## config.mk

```make
export PLATFORM = sky130hd
export DESIGN_NAME = move_cmd_gen
export DESIGN_NICKNAME = d
export VERILOG_FILES = /design/src/rtl/game_pkg.sv /design/src/rtl/move_cmd_gen_btn_sync.sv /design/src/rtl/move_cmd_gen.sv
export SDC_FILE = /design/constraint.sdc
export NUM_CORES = 1
export LEC_CHECK = 0
export ABC_AREA = 1
export BUFFER_PORTS_ARGS = -buffer_cell sky130_fd_sc_hd__buf_2
export CORE_MARGIN = 1
export CORE_UTILIZATION = 50
export CTS_CLUSTER_DIAMETER = 150
export DETAILED_ROUTE_END_ITERATION = 6
export HOLD_SLACK_MARGIN = 0.03
export PLACE_DENSITY = 0.71
export SLEW_MARGIN = 20
export SYNTH_ARGS = -nofsm -noshare
export SYNTH_HDL_FRONTEND = slang
export SYNTH_SLANG_ARGS = --single-unit
export TNS_END_PERCENT = 30
```

## constraint.sdc

```tcl
create_clock -name clock -period 3.1 [get_ports clock]
set_input_delay 0.62 -clock clock [delete_from_list [all_inputs] [get_ports clock]]
set_output_delay 0.62 -clock clock [all_outputs]
set_load 0.1 [all_outputs]
```

## src/rtl/game_pkg.sv

```systemverilog
// Shared game-side definitions: move-generator FSM states, direction
// bit positions and the move counter ceiling.
package game_pkg;

    typedef enum logic [2:0] {
        IDLE,
        DEBOUNCE,
        ISSUE,
        HOLD,
        REJECT
    } mv_state_t;

    // Bit positions inside the {n, s, e, w} button / direction vector.
    localparam int DIR_N = 3;
    localparam int DIR_S = 2;
    localparam int DIR_E = 1;
    localparam int DIR_W = 0;

    localparam logic [7:0] MOVE_COUNT_MAX = 8'd255;

    function automatic logic is_one_hot(input logic [3:0] v);
        return (v != 4'd0) && ((v & (v - 4'd1)) == 4'd0);
    endfunction

endpackage

```

## src/rtl/move_cmd_gen_btn_sync.sv

```systemverilog
// Two-flop synchronizer for a vector of independent asynchronous inputs.
module btn_sync #(
    parameter int WIDTH = 4
) (
    input  logic             clock,
    input  logic             R,
    input  logic [WIDTH-1:0] din,
    output logic [WIDTH-1:0] dout
);

    logic [WIDTH-1:0] meta_q;
    logic [WIDTH-1:0] meta_d;
    logic [WIDTH-1:0] sync_q;
    logic [WIDTH-1:0] sync_d;

    always_comb begin
        meta_d = din;
        sync_d = meta_q;
    end

    // NOTE: non-blocking assignments let both stages sample their old inputs
    // on the same edge; blocking ones would collapse the chain to one flop.
    always_ff @(posedge clock) begin
        if (R) begin
            meta_q <= '0;
            sync_q <= '0;
        end else begin
            meta_q <= meta_d;
            sync_q <= sync_d;
        end
    end

    assign dout = sync_q;

endmodule

```

## src/rtl/move_cmd_gen.sv

```systemverilog
// Turns raw direction buttons into debounced single-cycle move pulses,
// counts accepted moves and locks out further moves once the game is over.
module move_cmd_gen #(
    parameter int DEBOUNCE_CYCLES = 4,
    parameter int CNT_W           = $clog2(DEBOUNCE_CYCLES + 1)
) (
    input  logic       clock,
    input  logic       R,
    input  logic       btn_n,
    input  logic       btn_s,
    input  logic       btn_e,
    input  logic       btn_w,
    input  logic       win,
    input  logic       d,
    output logic       n,
    output logic       s,
    output logic       e,
    output logic       w,
    output logic [7:0] move_count,
    output logic       locked
);

    import game_pkg::*;

    localparam logic [CNT_W-1:0] CNT_LAST = CNT_W'(DEBOUNCE_CYCLES - 1);

    logic [3:0]       btn_raw;
    logic [3:0]       sb;

    mv_state_t        state_q;
    mv_state_t        state_d;
    logic [3:0]       dir_q;
    logic [3:0]       dir_d;
    logic [CNT_W-1:0] cnt_q;
    logic [CNT_W-1:0] cnt_d;
    logic [7:0]       move_count_q;
    logic [7:0]       move_count_d;
    logic             locked_q;
    logic             locked_d;
    logic             issue_ok;

    assign btn_raw = {btn_n, btn_s, btn_e, btn_w};

    btn_sync #(
        .WIDTH(4)
    ) u_btn_sync (
        .clock(clock),
        .R    (R),
        .din  (btn_raw),
        .dout (sb)
    );

    // A move only counts while the game is still running.
    assign issue_ok = (state_q == ISSUE) && !locked_q;

    // NOTE: every variable gets a default before the case so no path leaves
    // it unassigned, which would otherwise infer a latch.
    always_comb begin
        state_d      = state_q;
        dir_d        = dir_q;
        cnt_d        = cnt_q;
        move_count_d = move_count_q;
        locked_d     = locked_q | win | d;

        if (issue_ok && (move_count_q != MOVE_COUNT_MAX)) begin
            move_count_d = move_count_q + 8'd1;
        end

        case (state_q)
            IDLE: begin
                if (is_one_hot(sb)) begin
                    dir_d   = sb;
                    cnt_d   = '0;
                    state_d = DEBOUNCE;
                end else if (sb != 4'd0) begin
                    state_d = REJECT;
                end
            end
            DEBOUNCE: begin
                if (sb != dir_q) begin
                    state_d = IDLE;
                end else if (cnt_q == CNT_LAST) begin
                    state_d = ISSUE;
                end else begin
                    cnt_d = cnt_q + CNT_W'(1);
                end
            end
            ISSUE: begin
                state_d = HOLD;
            end
            HOLD: begin
                if (sb == 4'd0) begin
                    state_d = IDLE;
                end
            end
            REJECT: begin
                if (sb == 4'd0) begin
                    state_d = IDLE;
                end
            end
            default: begin
                state_d = IDLE;
            end
        endcase
    end

    always_ff @(posedge clock) begin
        if (R) begin
            state_q      <= IDLE;
            dir_q        <= '0;
            cnt_q        <= '0;
            move_count_q <= '0;
            locked_q     <= 1'b0;
        end else begin
            state_q      <= state_d;
            dir_q        <= dir_d;
            cnt_q        <= cnt_d;
            move_count_q <= move_count_d;
            locked_q     <= locked_d;
        end
    end

    assign n          = issue_ok & dir_q[DIR_N];
    assign s          = issue_ok & dir_q[DIR_S];
    assign e          = issue_ok & dir_q[DIR_E];
    assign w          = issue_ok & dir_q[DIR_W];
    assign move_count = move_count_q;
    assign locked     = locked_q;

endmodule

```

# == Yosys cells after proc, flatten, opt, wreduce, memory -nomap -nowiden ==
# Cells that the tools add are included.
# word_totals
register_bits,27
input_bits,8
output_inout_bits,13
word_cells,53
# classes
n_addsub,3
eq_ne,13
mux,10
bitwise_logic,7
n_reduce_logical,13
# ops
cell,count
$mux 3,8
$pmux 3 s4,1
$eq 3x2->1 const B,3
$add 8x1->8 const B,1
$logic_not 4->1,2
$ne 8x8->1 const B,1
$ne 2x2->1 const B,3
$ne 3x3->1 const B,2
$pmux 3 s2,1
$and 1x1->1,4
$and 4x4->4,1
$ne 4x4->1,1
$reduce_and 4->1,1
$reduce_bool 4->1,1
$sub 4x1->4 const B,1
$add 3x1->3 const B,1
$eq 3x1->1 const B,1
$eq 3x3->1 const B,1
$logic_and 1x1->1,3
$logic_not 3->1,1
$reduce_and 3->1,1
$ne 2x1->1 const B,1
$or 1x1->1,2
$reduce_and 2->1,1
other kinds (3),3

# == Longest topological paths before layout ==
# Gate-level depths: netlist (run 1).
# depth
ltp_word,6
depth_mapped,10
mapped_depth_nobuf,10

# == Cells and area by module ==
# From an unflattened synthesis (run 1), not the netlist that was laid out.
# unflattened
cells_unflattened,190
hier_area_um2,1340.0
# modules_own_cells
module,instances,cells_per_inst,area_each_um2
move_cmd_gen,1,165,1108.6
btn_sync,1,25,231.5

# == Worst setup path before layout (run 1) ==
# No wires, ideal clock.
# synth_timing
path_type,register to output
startpoint,"reg locked_q, in the netlist locked"
endpoint,out e
arrival_time_ps,2252
required_time_ps,2480
slack_ps,228
path_stages_with_launch,4
cell_sequence,dfxtp_1 -> nor2_2 -> inv_1 -> nor2_1
# synth_via
elab_chain_cells,3
# synth_lines
item,line,source
start: declaration,move_cmd_gen.sv:38,logic locked_q;
start signal: assignment,move_cmd_gen.sv:119,locked_q <= locked_d;
$logic_not 1->1,move_cmd_gen.sv:54,assign issue_ok = (state_q == ISSUE) && !locked_q;
$logic_and 1x1->1,move_cmd_gen.sv:54,
$and 1x1->1,move_cmd_gen.sv:125,assign e = issue_ok & dir_q[DIR_E];
end: declaration,move_cmd_gen.sv:17,"output logic e,"
# No other way between the ends.

# == Worst setup path after layout (run 1) ==
# layout_timing
startpoint,reg state_q[0]
endpoint,out s
# layout_via
elab_chain_cells,3
# layout_lines
item,line,source
start: declaration,move_cmd_gen.sv:30,mv_state_t state_q;
start signal: assignment,move_cmd_gen.sv:115,state_q <= state_d;
$eq 3x2->1,move_cmd_gen.sv:54,
$logic_and 1x1->1,move_cmd_gen.sv:54,
$and 1x1->1,move_cmd_gen.sv:124,assign s = issue_ok & dir_q[DIR_S];
end: declaration,move_cmd_gen.sv:16,"output logic s,"
# No other way between the ends.

==> results of run 1 <==
-- cell usage after synthesis, drive strengths merged --
cell    instances  area, µm²
clkbuf          3      15.02
dfxtp          27      540.5
o21bai          1      7.510
nand3           9      67.57
buf             2      22.52
nand4           2      18.77
nand3b          2      15.01
xor2            3      26.28
nor2           46      197.7
inv            32      120.1
nand2          55      216.5
a21oi           9      45.04
nor3            1      5.000
xnor2           2      17.52
a21boi          1      7.510
o21ai           8      40.04
ha              3      37.54
-- power groups by stage --
stage | Sequential (mW) | Combinational (mW) | Clock (mW)
after floorplan | 0.489 | 0.359 | 0
after global routing | 0.459 | 0.526 | 0.173
after detailed placement | 0.458 | 0.465 | 0
after CTS | 0.450 | 0.467 | 0.168
final | 0.450 | 0.467 | 0.155
after global placement | 0.453 | 0.437 | 0
-- state kept, by name, indices dropped and copies added (netlist names) --
register           cells
dir_q                  4
locked                 1
u_btn_sync.dout        4
u_btn_sync.meta_q      4
move_count             8
cnt_q                  3
state_q                3
-- stage by stage --
step / cells / power, mW
after floorplan: 206 / 0.8484
after global placement: 251 / 0.8907
after detailed placement: 251 / 0.9234
after CTS: 255 / 1.085
after global routing: 255 / 1.157
final: 255 / 1.072
-- worst max-delay path, stage by stage, from the launching register on --
cell and delay, ns:
sky130_fd_sc_hd__dfxtp_1 0.37, sky130_fd_sc_hd__inv_1 0.10, sky130_fd_sc_hd__nand3_2 0.10, sky130_fd_sc_hd__nor2_2 0.13
sky130_fd_sc_hd__inv_1 0.11, sky130_fd_sc_hd__nor2_1 0.11, sky130_fd_sc_hd__buf_2 0.44
-- cell type report --
cell class                 instances  area [µm²]
clock buffer                       3       22.52
clock inverter                     1       7.507
fill                             257        1037
inverter                          32       120.1
multi-input combinational        142       701.9
sequential                        27       540.5
tap                               30       37.54
timing repair buffer              20       100.1
-- routing by layer --
metal	vias to the layer above	part of all wire [%]	global-route usage [%]
met3	4	3.0	3.552
li1	662	-	-
met2	23	47	35.54
met4	0	1.4	7.500
met1	537	48	23.00
met5	-	0	0
-- worst min path at each step --
stage                    endpoint  cells past startpoint
2_1_floorplan  u_btn_sync.dout[0]                      2
3_3_place_gp   u_btn_sync.dout[0]                      2
3_5_place_dp   u_btn_sync.dout[2]                      2
4_1_cts        u_btn_sync.dout[2]                      2
5_1_grt        u_btn_sync.dout[0]                      2
6_report       u_btn_sync.dout[2]                      2
-- placed cells by master (no fill, tap or decap), types with 6 or more instances in the layout --
cell	netlist	routed
sky130_fd_sc_hd__o21ai_0	8	8
sky130_fd_sc_hd__nand3_1	6	6
sky130_fd_sc_hd__inv_1	28	28
sky130_fd_sc_hd__buf_2	0	20
sky130_fd_sc_hd__nor2_1	40	40
sky130_fd_sc_hd__nand2_1	51	51
sky130_fd_sc_hd__dfxtp_1	27	27
sky130_fd_sc_hd__a21oi_1	9	9
-- cell families (layout without fill, tap and decap cells) --
kind of cell | after synthesis | after routing | share of synthesized area [%]
fa+ha+maj | 3 | 3 | 2.681
simple gates | 115 | 115 | 37.17
xor+xnor | 5 | 5 | 3.128
compound gates | 19 | 19 | 7.150
buf+inv | 37 | 56 | 11.26
flops | 27 | 27 | 38.61
==> qor.txt, run 1 <==
CLOCKING
------------------------------------------------------------------------------
Clock tree from TritonCTS .......................................        built
H-tree levels ...................................................            1
Root buffer cell ................................................ sky130_fd_sc_hd__clkbuf_4
Clock-pin transition on the worst setup and hold timing paths ...      0.15 ns
Post-CTS Hold Buffers ...........................................            0
Post-CTS setup-driven buffer insertion count ....................            0
Number of clock buffers inserted by TritonCTS ...................            3
Longest Clk Path Bufs ...........................................            2
Total clock sinks ...............................................           27
Insertion delay of the later-clocked pin in the worst-skew pair .      0.32 ns
Post_cts resized ................................................            0

PLACE
------------------------------------------------------------------------------
Quantity of I/O buffers inserted on ports .......................           20
Half-perimeter wire length after placement ......................      2003 µm
Standard cell area after detailed placement .....................     1500 µm²
Placement Setup Slack ...........................................     1.176 ns
Final estimated routing congestion in global placement ..........       0.8494

SYNTHESIS
------------------------------------------------------------------------------
Cell count after synthesis ......................................          206
Distinct cells, synth ...........................................           25
Synth Area per Inst .............................................    6.797 µm²
Syn. warnings ...................................................            0
Area of the mapped netlist ......................................     1400 µm²
Synth Net Count .................................................          217
Number of synthesized register bits .............................           27
Post-synthesis sequential area ratio ............................       38.61%

WORST SETUP PATH
------------------------------------------------------------------------------
Slack of the worst reg-to-reg path ..............................      1.55 ns
Crit path arrival time ..........................................      1.68 ns
Reg-to-Reg Start ................................................ move_count[0]
Startpoint of the most critical setup path ......................   state_q[0]
Worst Reg2Reg Path Length in Cells ..............................            8
Data required time of the worst path ............................      2.48 ns
Critical path class ............................................. flop to primary output
Critical path peak fanout .......................................            5
Worst r2r dst ................................................... move_count[7]
Element type at the critical path end ........................... primary output
Setup crit end ..................................................            s
Sort of element at the start of the critical path ...............         flop

FLOORPLANNING
------------------------------------------------------------------------------
Overall die height ..............................................     54.92 µm
Core box area ...................................................     2567 µm²
Site row count ..................................................           18
Initial core utilization ........................................       54.53%
IO Pins .........................................................           21
Die area ........................................................     3016 µm²
Horizontal die dimension ........................................     54.92 µm

DRT
------------------------------------------------------------------------------
Number of DRC violations after detailed routing .................            0
Average detailed-routed wire length per instance ................     10.42 µm
Initial DRC count ...............................................           11
Vias per cell ...................................................        4.808
Count of vias placed by the detailed router .....................         1226
Total wirelength of the detailed-routed design ..................      2657 µm
Number of iterations in the first detailed-routing pass .........            4
Detail Route Antenna Nets .......................................            0

GLOBAL ROUTING
------------------------------------------------------------------------------
Global-route wire length before repair ..........................      4215 µm
Largest net degree at the start of global routing ...............           17
Initial antenna violation count .................................            0
Via count of the first global-routing pass ......................          995
Global routing usage summed across all routing layers ...........       19.75%
Grt total ovfl ..................................................            0

STA
------------------------------------------------------------------------------
Fin crit share ..................................................       74.25%
Final setup skew ................................................  0.001207 ns
PnR worst setup slack ...........................................    0.7982 ns
Maximum clock frequency .........................................    434.4 MHz
Tmin final ......................................................     2.302 ns
Setup repair after global routing missed its margin .............           no
Max-slew violation count ........................................            0
Number of endpoints failing setup at the final stage ............            0
Worst Max-Slew Pin Slew .........................................    0.4906 ns
Worst-case headroom to the max-slew limit .......................       67.52%
Fin Setup TNS ...................................................         0 ns
Worst slack on hold paths .......................................    0.4131 ns
Number of hold violations in the final report ...................            0

LAYOUT
------------------------------------------------------------------------------
Post-layout net count ...........................................          237
Cell area after layout ..........................................     1530 µm²
Ratio of cells with drive above 1 in the final layout ...........       18.67%
Layout-stage area growth over the synthesis result ..............       9.294%
Final Core Density ..............................................       59.60%
N_diodes ........................................................            0

POWER
------------------------------------------------------------------------------
Sequential Power Share ..........................................        42.0%
Total power per unit cell area .................................. 700.7 nW/µm²
Power Internal ..................................................    0.5990 mW
Net Sw Power ....................................................    0.4733 mW
Clock Power Share ...............................................        14.4%
Fraction of power consumed by combinational cells ...............        43.6%
Largest voltage drop on the vdd net .............................     371.1 µV
Switching Fraction ..............................................       44.14%
Leakage power ...................................................    0.7912 nW

RUN STATUS
------------------------------------------------------------------------------
Run status ...................................................... finished, final reports clean

HOLD PATH
------------------------------------------------------------------------------
Hold Path Origin ................................................ u_btn_sync.meta_q[2]
Type of the most critical hold path ............................. flop to flop

RUN
------------------------------------------------------------------------------
Number of maximum-capacitance constraint violations .............            0

Note: power is estimated with default switching activity, not from simulation.
==> inputs of run 2 (changes only) <==
PLACE_DENSITY = 0.74   (was 0.71)
clock period = 2 ns   (was 3.1 ns; I/O delays follow)
==> run 2 against run 1 <==
Against the previous run:
- clock power rose by 57%
- critical path type unchanged
- routed wire length fell by 4.5%
- first-iteration DRC count rose by 82%
- clock skew rose by 0.0017 ns
- core utilization rose by 2.3 points
- critical path depth did not move
- largest power group unchanged
- power rose by 55%
- global-route usage fell by 0.63 points
==> qor.txt, run 2 (synthesis gave the netlist of run 1 again) <==
WORST SETUP PATH
-------------------------------------------------------------------------------------
Critical path peak fanout ..............................................            5   unchanged
Data required time of the worst path ...................................      1.60 ns   -0.88 ns
Crit path arrival time .................................................      1.49 ns   -0.19 ns
CP top delay family .................................................... simple AND/OR/NAND/NOR gates
Sequence of cells on the critical path ................................. inv_1, nand3_2, nor2_2, inv_2, nor2_2, buf_8
Critical path's slowest cell ........................................... sky130_fd_sc_hd__dfxtp_2
Largest stage delay on the critical path ...............................      0.37 ns   -0.07 ns
Crit-path most repeated cell ........................................... sky130_fd_sc_hd__nor2_2
Element type at the critical path end .................................. primary output
Sort of element at the start of the critical path ......................         flop
Critical path class .................................................... flop to primary output
Combined buffer and inverter count along the critical path .............            3   unchanged

LAYOUT
-------------------------------------------------------------------------------------
Final Core Density .....................................................       61.89%   +2.3 points
Area of all sequential standard cells ..................................    541.8 µm²   +0.23%
Cell area after layout .................................................     1589 µm²   +3.8%
Post-layout net count ..................................................          237   unchanged
FILL cells .............................................................          252   -1.9%
Ratio of cells with drive above 1 in the final layout ..................       21.33%   +2.7 points
Number of flip-flops in the largest register ...........................            8   unchanged
Most frequent standard cell in the layout excluding fill and tap cells . sky130_fd_sc_hd__nand2_1
Layout-stage area growth over the synthesis result .....................       13.49%
N_diodes ...............................................................            0   unchanged
Footprint of the multi-input gates .....................................    711.9 µm²   +1.4%
Top library cells by usage in the layout, fill and taps aside .......... sky130_fd_sc_hd__nand2_1, sky130_fd_sc_hd__nor2_1, sky130_fd_sc_hd__inv_1, sky130_fd_sc_hd__dfxtp_1, sky130_fd_sc_hd__buf_2

DRT
-------------------------------------------------------------------------------------
Number of iterations in the first detailed-routing pass ................            4   unchanged
Total wirelength of the detailed-routed design .........................      2538 µm   -4.5%
Number of DRC violations after detailed routing ........................            0   unchanged
Vias per cell ..........................................................        4.600   -4.3%
Count of vias placed by the detailed router ............................         1173   -4.3%
Detail Route Antenna Nets ..............................................            0   unchanged
Average detailed-routed wire length per instance .......................     9.953 µm   -4.5%
Initial DRC count ......................................................           20   +9

STA
-------------------------------------------------------------------------------------
Number of hold violations in the final report ..........................            0   unchanged
Fin crit share .........................................................       94.58%
Max-slew violation count ...............................................            0   unchanged
Worst Max-Slew Pin Slew ................................................    0.4879 ns   -0.002672 ns
Number of endpoints failing setup at the final stage ...................            0   unchanged
Final setup skew .......................................................  0.002909 ns   +0.001702 ns
Maximum clock frequency ................................................    528.6 MHz
Worst-case headroom to the max-slew limit ..............................       67.69%   +0.18 points
Tmin final .............................................................     1.892 ns
PnR worst setup slack ..................................................    0.1083 ns   -0.6898 ns
Fin Setup TNS ..........................................................         0 ns   unchanged

FLOORPLANNING
-------------------------------------------------------------------------------------
Site row count .........................................................           18   unchanged
Die area ...............................................................     3016 µm²   unchanged
Overall die height .....................................................     54.92 µm   unchanged
Horizontal die dimension ...............................................     54.92 µm   unchanged
IO Pins ................................................................           21   unchanged
Initial core utilization ...............................................       54.53%   unchanged
Core box area ..........................................................     2567 µm²   unchanged

GLOBAL ROUTING
-------------------------------------------------------------------------------------
Largest net degree at the start of global routing ......................           17   unchanged
Via count of the first global-routing pass .............................          938   -5.7%
Global-route wire length before repair .................................      4043 µm   -4.1%
Global routing usage summed across all routing layers ..................       19.12%   -0.63 points
Initial antenna violation count ........................................            0   unchanged
Grt total ovfl .........................................................            0   unchanged

CLOCKING
-------------------------------------------------------------------------------------
Post-CTS setup-driven buffer insertion count ...........................            0   unchanged
Number of clock buffers inserted by TritonCTS ..........................            3   unchanged
H-tree levels ..........................................................            1   unchanged
Total clock sinks ......................................................           27   unchanged
Post-CTS Hold Buffers ..................................................            0   unchanged
Longest Clk Path Bufs ..................................................            2   unchanged
Post_cts resized .......................................................            4   +4
Clock-pin transition on the worst setup and hold timing paths ..........      0.15 ns   about the same
Root buffer cell ....................................................... sky130_fd_sc_hd__clkbuf_4
Clock tree from TritonCTS ..............................................        built
Insertion delay of the later-clocked pin in the worst-skew pair ........      0.33 ns   about the same

HOLD PATH
-------------------------------------------------------------------------------------
Type of the most critical hold path .................................... input pin to flop

POWER
-------------------------------------------------------------------------------------
Total power per unit cell area .........................................  1049 nW/µm²   +50%
Leakage power ..........................................................    0.8033 nW   +1.5%
Largest voltage drop on the vdd net ....................................     624.4 µV   +68%
Post-layout power ......................................................     1.667 mW   +55%

PLACE
-------------------------------------------------------------------------------------
Standard cell area after detailed placement ............................     1510 µm²   +0.67%
Quantity of I/O buffers inserted on ports ..............................           20   unchanged
Final estimated routing congestion in global placement .................       0.8138   -4.2%
Placement Setup Slack ..................................................    0.3039 ns   -0.8717 ns
Half-perimeter wire length after placement .............................      1826 µm   -8.9%

RUN
-------------------------------------------------------------------------------------
Number of maximum-capacitance constraint violations ....................            0   unchanged

RUN STATUS
-------------------------------------------------------------------------------------
Run status ............................................................. finished, final reports clean

==> run 2: changes by cell type in the layout (fill, tap and decap cells not counted), sizes merged <==
| cell | change |
|---|---|
| clkinv | +1 |
| clkinvlp | -1 |
==> run 2: worst register-to-register path: cells and delay by family, from the launching register on <==
family	cells	cell delay (ns)
AND/OR/NAND/NOR	4	0.51
flip-flops	1	0.41
buffers and inverters	2	0.25
adder cells (fa/ha/maj)	1	0.24
AO/OA/AOI/OAI	1	0.06
==> run 2: final timing paths <==
| path | startpoint | to | slack [ns] | depth (start not counted) |
|---|---|---|---|---|
| worst min-delay path | btn_n | u_btn_sync.meta_q[3] | 0.25 | 3 |
| worst max register to register | move_count[1] | move_count[7] | 0.42 | 8 |
| worst min register to register | u_btn_sync.meta_q[0] | u_btn_sync.dout[0] | 0.41 | 2 |
| worst max-delay path | state_q[0] | n | 0.11 | 6 |
==> run 2: power breakdown <==
| group | internal, mW | switching (mW) |
|---|---|---|
| logic | 0.233 | 0.489 |
| clock network | 0.0754 | 0.168 |
| registers | 0.631 | 0.0708 |
| total | 0.939 | 0.728 |
==> run 2: final cells by class <==
type	instances	share of cell area [%]
Clock buffer	3	1.417
Multi-Input combinational cell	142	44.80
Timing Repair Buffer	20	9.449
Clock inverter	1	0.3150
Sequential cell	27	34.09
Inverter	32	7.559
Tap cell	30	2.362
==> run 2: metrics by stage <==
| step | hold slack (ns) | instances |
|---|---|---|
| after detailed placement | 0.3955 | 251 |
| after floorplan | 0.3883 | 206 |
| after global routing | 0.2378 | 255 |
| after CTS | 0.2340 | 255 |
| after global placement | 0.3906 | 251 |
| final | 0.2451 | 255 |
==> run 2: metal layers <==
metal	vias to the layer above	track usage [%]	share of wire (%)
met2	18	28.51	41
met1	488	26.72	55
met4	0	8.750	1.9
li1	661	-	-
met5	-	0	0
met3	6	3.279	2.7
==> inputs of run 3 (changes only) <==
PLACE_DENSITY = 0.71   (was 0.74)
clock period = 2.4 ns   (was 2 ns; I/O delays follow)
==> run 3 against run 2 <==
Against the previous run:
- clock power is 16% lower
- clock skew up 0.0029 ns
- cell count did not move
- die area did not move
- routed wire length is 3.5% higher
- critical path type unchanged
- power is 17% lower
- sequential power fell by 17%
- critical endpoint unchanged
==> qor.txt, run 3 (synthesis gave the netlist of run 1 again) <==
RUN STATUS
-------------------------------------------------------------------------------------
Run status ............................................................. finished, final reports clean

FLOORPLANNING
-------------------------------------------------------------------------------------
Overall die height .....................................................     54.92 µm   unchanged
Initial core utilization ...............................................       54.53%   unchanged
IO Pins ................................................................           21   unchanged
Horizontal die dimension ...............................................     54.92 µm   unchanged
Site row count .........................................................           18   unchanged
Core box area ..........................................................     2567 µm²   unchanged
Die area ...............................................................     3016 µm²   unchanged

GLOBAL ROUTING
-------------------------------------------------------------------------------------
Global-route wire length before repair .................................      4271 µm   +5.6%
Global routing usage summed across all routing layers ..................       20.17%   +1.1 points
Largest net degree at the start of global routing ......................           17   unchanged
Via count of the first global-routing pass .............................         1086   +16%
Initial antenna violation count ........................................            0   unchanged
Grt total ovfl .........................................................            0   unchanged

WORST SETUP PATH
-------------------------------------------------------------------------------------
Sequence of cells on the critical path ................................. inv_1, nand3_2, nor2_2, inv_1, nor2_1, buf_2
Element type at the critical path end .................................. primary output
Critical path's slowest cell ........................................... sky130_fd_sc_hd__buf_2
Critical path peak fanout ..............................................            5   unchanged
Crit-path most repeated cell ........................................... sky130_fd_sc_hd__inv_1
Crit path arrival time .................................................      1.69 ns   +0.20 ns
CP top delay family .................................................... buffers and inverters
Data required time of the worst path ...................................      1.92 ns   +0.32 ns
Sort of element at the start of the critical path ......................         flop
Critical path class .................................................... flop to primary output
Combined buffer and inverter count along the critical path .............            3   unchanged
Largest stage delay on the critical path ...............................      0.43 ns   +0.06 ns

CLOCKING
-------------------------------------------------------------------------------------
Longest Clk Path Bufs ..................................................            2   unchanged
Number of clock buffers inserted by TritonCTS ..........................            3   unchanged
Post_cts resized .......................................................            0   -4
Clock-pin transition on the worst setup and hold timing paths ..........      0.15 ns   about the same
Root buffer cell ....................................................... sky130_fd_sc_hd__clkbuf_4
Insertion delay of the later-clocked pin in the worst-skew pair ........      0.33 ns   about the same
Post-CTS Hold Buffers ..................................................            0   unchanged
Total clock sinks ......................................................           27   unchanged
Clock tree from TritonCTS ..............................................        built
H-tree levels ..........................................................            1   unchanged
Post-CTS setup-driven buffer insertion count ...........................            0   unchanged

DRT
-------------------------------------------------------------------------------------
Count of vias placed by the detailed router ............................         1242   +5.9%
Average detailed-routed wire length per instance .......................     10.31 µm   +3.5%
Vias per cell ..........................................................        4.871   +5.9%
Number of DRC violations after detailed routing ........................            0   unchanged
Initial DRC count ......................................................           26   +30%
Total wirelength of the detailed-routed design .........................      2628 µm   +3.5%
Number of iterations in the first detailed-routing pass ................            4   unchanged
Detail Route Antenna Nets ..............................................            0   unchanged

LAYOUT
-------------------------------------------------------------------------------------
N_diodes ...............................................................            0   unchanged
Layout-stage area growth over the synthesis result .....................       9.294%
Final Core Density .....................................................       59.60%   -2.3 points
Top library cells by usage in the layout, fill and taps aside .......... sky130_fd_sc_hd__nand2_1, sky130_fd_sc_hd__nor2_1, sky130_fd_sc_hd__inv_1, sky130_fd_sc_hd__dfxtp_1, sky130_fd_sc_hd__buf_2
Number of flip-flops in the largest register ...........................            8   unchanged
Post-layout net count ..................................................          237   unchanged
Final instance count without filler cells ..............................          255   unchanged
Most frequent standard cell in the layout excluding fill and tap cells . sky130_fd_sc_hd__nand2_1
Ratio of cells with drive above 1 in the final layout ..................       18.67%   -2.7 points

STA
-------------------------------------------------------------------------------------
Tmin final .............................................................     2.167 ns
Number of endpoints failing setup at the final stage ...................            0   unchanged
Worst Max-Slew Pin Slew ................................................    0.4930 ns   +0.005037 ns
Fin Setup TNS ..........................................................         0 ns   unchanged
Final setup skew .......................................................  0.005828 ns   +0.002919 ns
Max-slew violation count ...............................................            0   unchanged
Worst-case headroom to the max-slew limit ..............................       67.36%   -0.33 points
Fin crit share .........................................................       90.30%
Number of hold violations in the final report ..........................            0   unchanged
Setup repair after global routing missed its margin ....................           no
Maximum clock frequency ................................................    461.4 MHz

PLACE
-------------------------------------------------------------------------------------
Quantity of I/O buffers inserted on ports ..............................           20   unchanged
Half-perimeter wire length after placement .............................      1985 µm   +8.7%
Number of placed instances, taps included ..............................          251   unchanged
Final estimated routing congestion in global placement .................       0.8320   +2.2%

HOLD PATH
-------------------------------------------------------------------------------------
Type of the most critical hold path .................................... input pin to flop

RUN
-------------------------------------------------------------------------------------
Number of maximum-capacitance constraint violations ....................            0   unchanged

POWER
-------------------------------------------------------------------------------------
Leakage power ..........................................................    0.7912 nW   -1.5%
Total power per unit cell area ......................................... 904.6 nW/µm²   -14%
Largest voltage drop on the vdd net ....................................     493.1 µV   -21%

run 3: cell types whose count changed in the layout (fill, tap and decap cells not counted), moves of 2 or more:
cell and change:
sky130_fd_sc_hd__buf_12 -2, sky130_fd_sc_hd__nor2_2 -4, sky130_fd_sc_hd__nor2_1 +4, sky130_fd_sc_hd__buf_8 -2, sky130_fd_sc_hd__buf_2 +4
run 3: layer usage:
metal | vias up | global-route usage (%) | part of all wire (%)
li1 | 662 | - | -
met1 | 551 | 22.58 | 47
met2 | 24 | 35.94 | 48
met3 | 5 | 3.005 | 3.0
met4 | 0 | 11.67 | 2.2
met5 | - | 0 | 0
run 3: worst paths after layout:
path / startpoint / to / slack [ns] / cells past startpoint
hold reg to reg: u_btn_sync.meta_q[2] / u_btn_sync.dout[2] / 0.41 / 2
setup reg to reg: move_count[0] / move_count[4] / 0.86 / 8
setup / recovery: state_q[0] / n / 0.23 / 6
hold / removal: btn_e / u_btn_sync.meta_q[1] / 0.33 / 3
run 3: final cells by class:
class                      count  area, µm²
fill                         256       1037
multi-input combinational    142      701.9
sequential                    27      540.5
inverter                      32      120.1
timing repair buffer          20      100.1
tap                           30      37.54
clock buffer                   3      22.52
clock inverter                 1      7.507
run 3: worst register-to-register path, cell delays in order (launching register included):
cell and delay, ns:
sky130_fd_sc_hd__dfxtp_1 0.40, sky130_fd_sc_hd__ha_1 0.23, sky130_fd_sc_hd__inv_1 0.09, sky130_fd_sc_hd__nor2_4 0.12, sky130_fd_sc_hd__nand4_2 0.09, sky130_fd_sc_hd__nand2_2 0.19
sky130_fd_sc_hd__inv_1 0.15, sky130_fd_sc_hd__nand2_1 0.09, sky130_fd_sc_hd__a21oi_1 0.06
run 3: power by group:
part,switching (mW),total [mW],internal [mW]
clock,0.140,0.204,0.0639
combinational,0.412,0.599,0.186
sequential,0.0580,0.582,0.524
total,0.610,1.38,0.774
run 3: through the flow:
| stage | area (µm²) | setup WS [ns] | power [mW] | hold WS (ns) |
|---|---|---|---|---|
| CTS | 1530 | 0.2333 | 1.391 | 0.3118 |
| detailed placement | 1500 | 0.6310 | 1.186 | 0.3934 |
| global route | 1530 | 0.1214 | 1.496 | 0.3181 |
| finish | 1530 | 0.2328 | 1.384 | 0.3273 |
| floorplan | 1400 | -0.3316 | 1.096 | 0.3883 |
| global placement | 1500 | 0.6933 | 1.152 | 0.3930 |
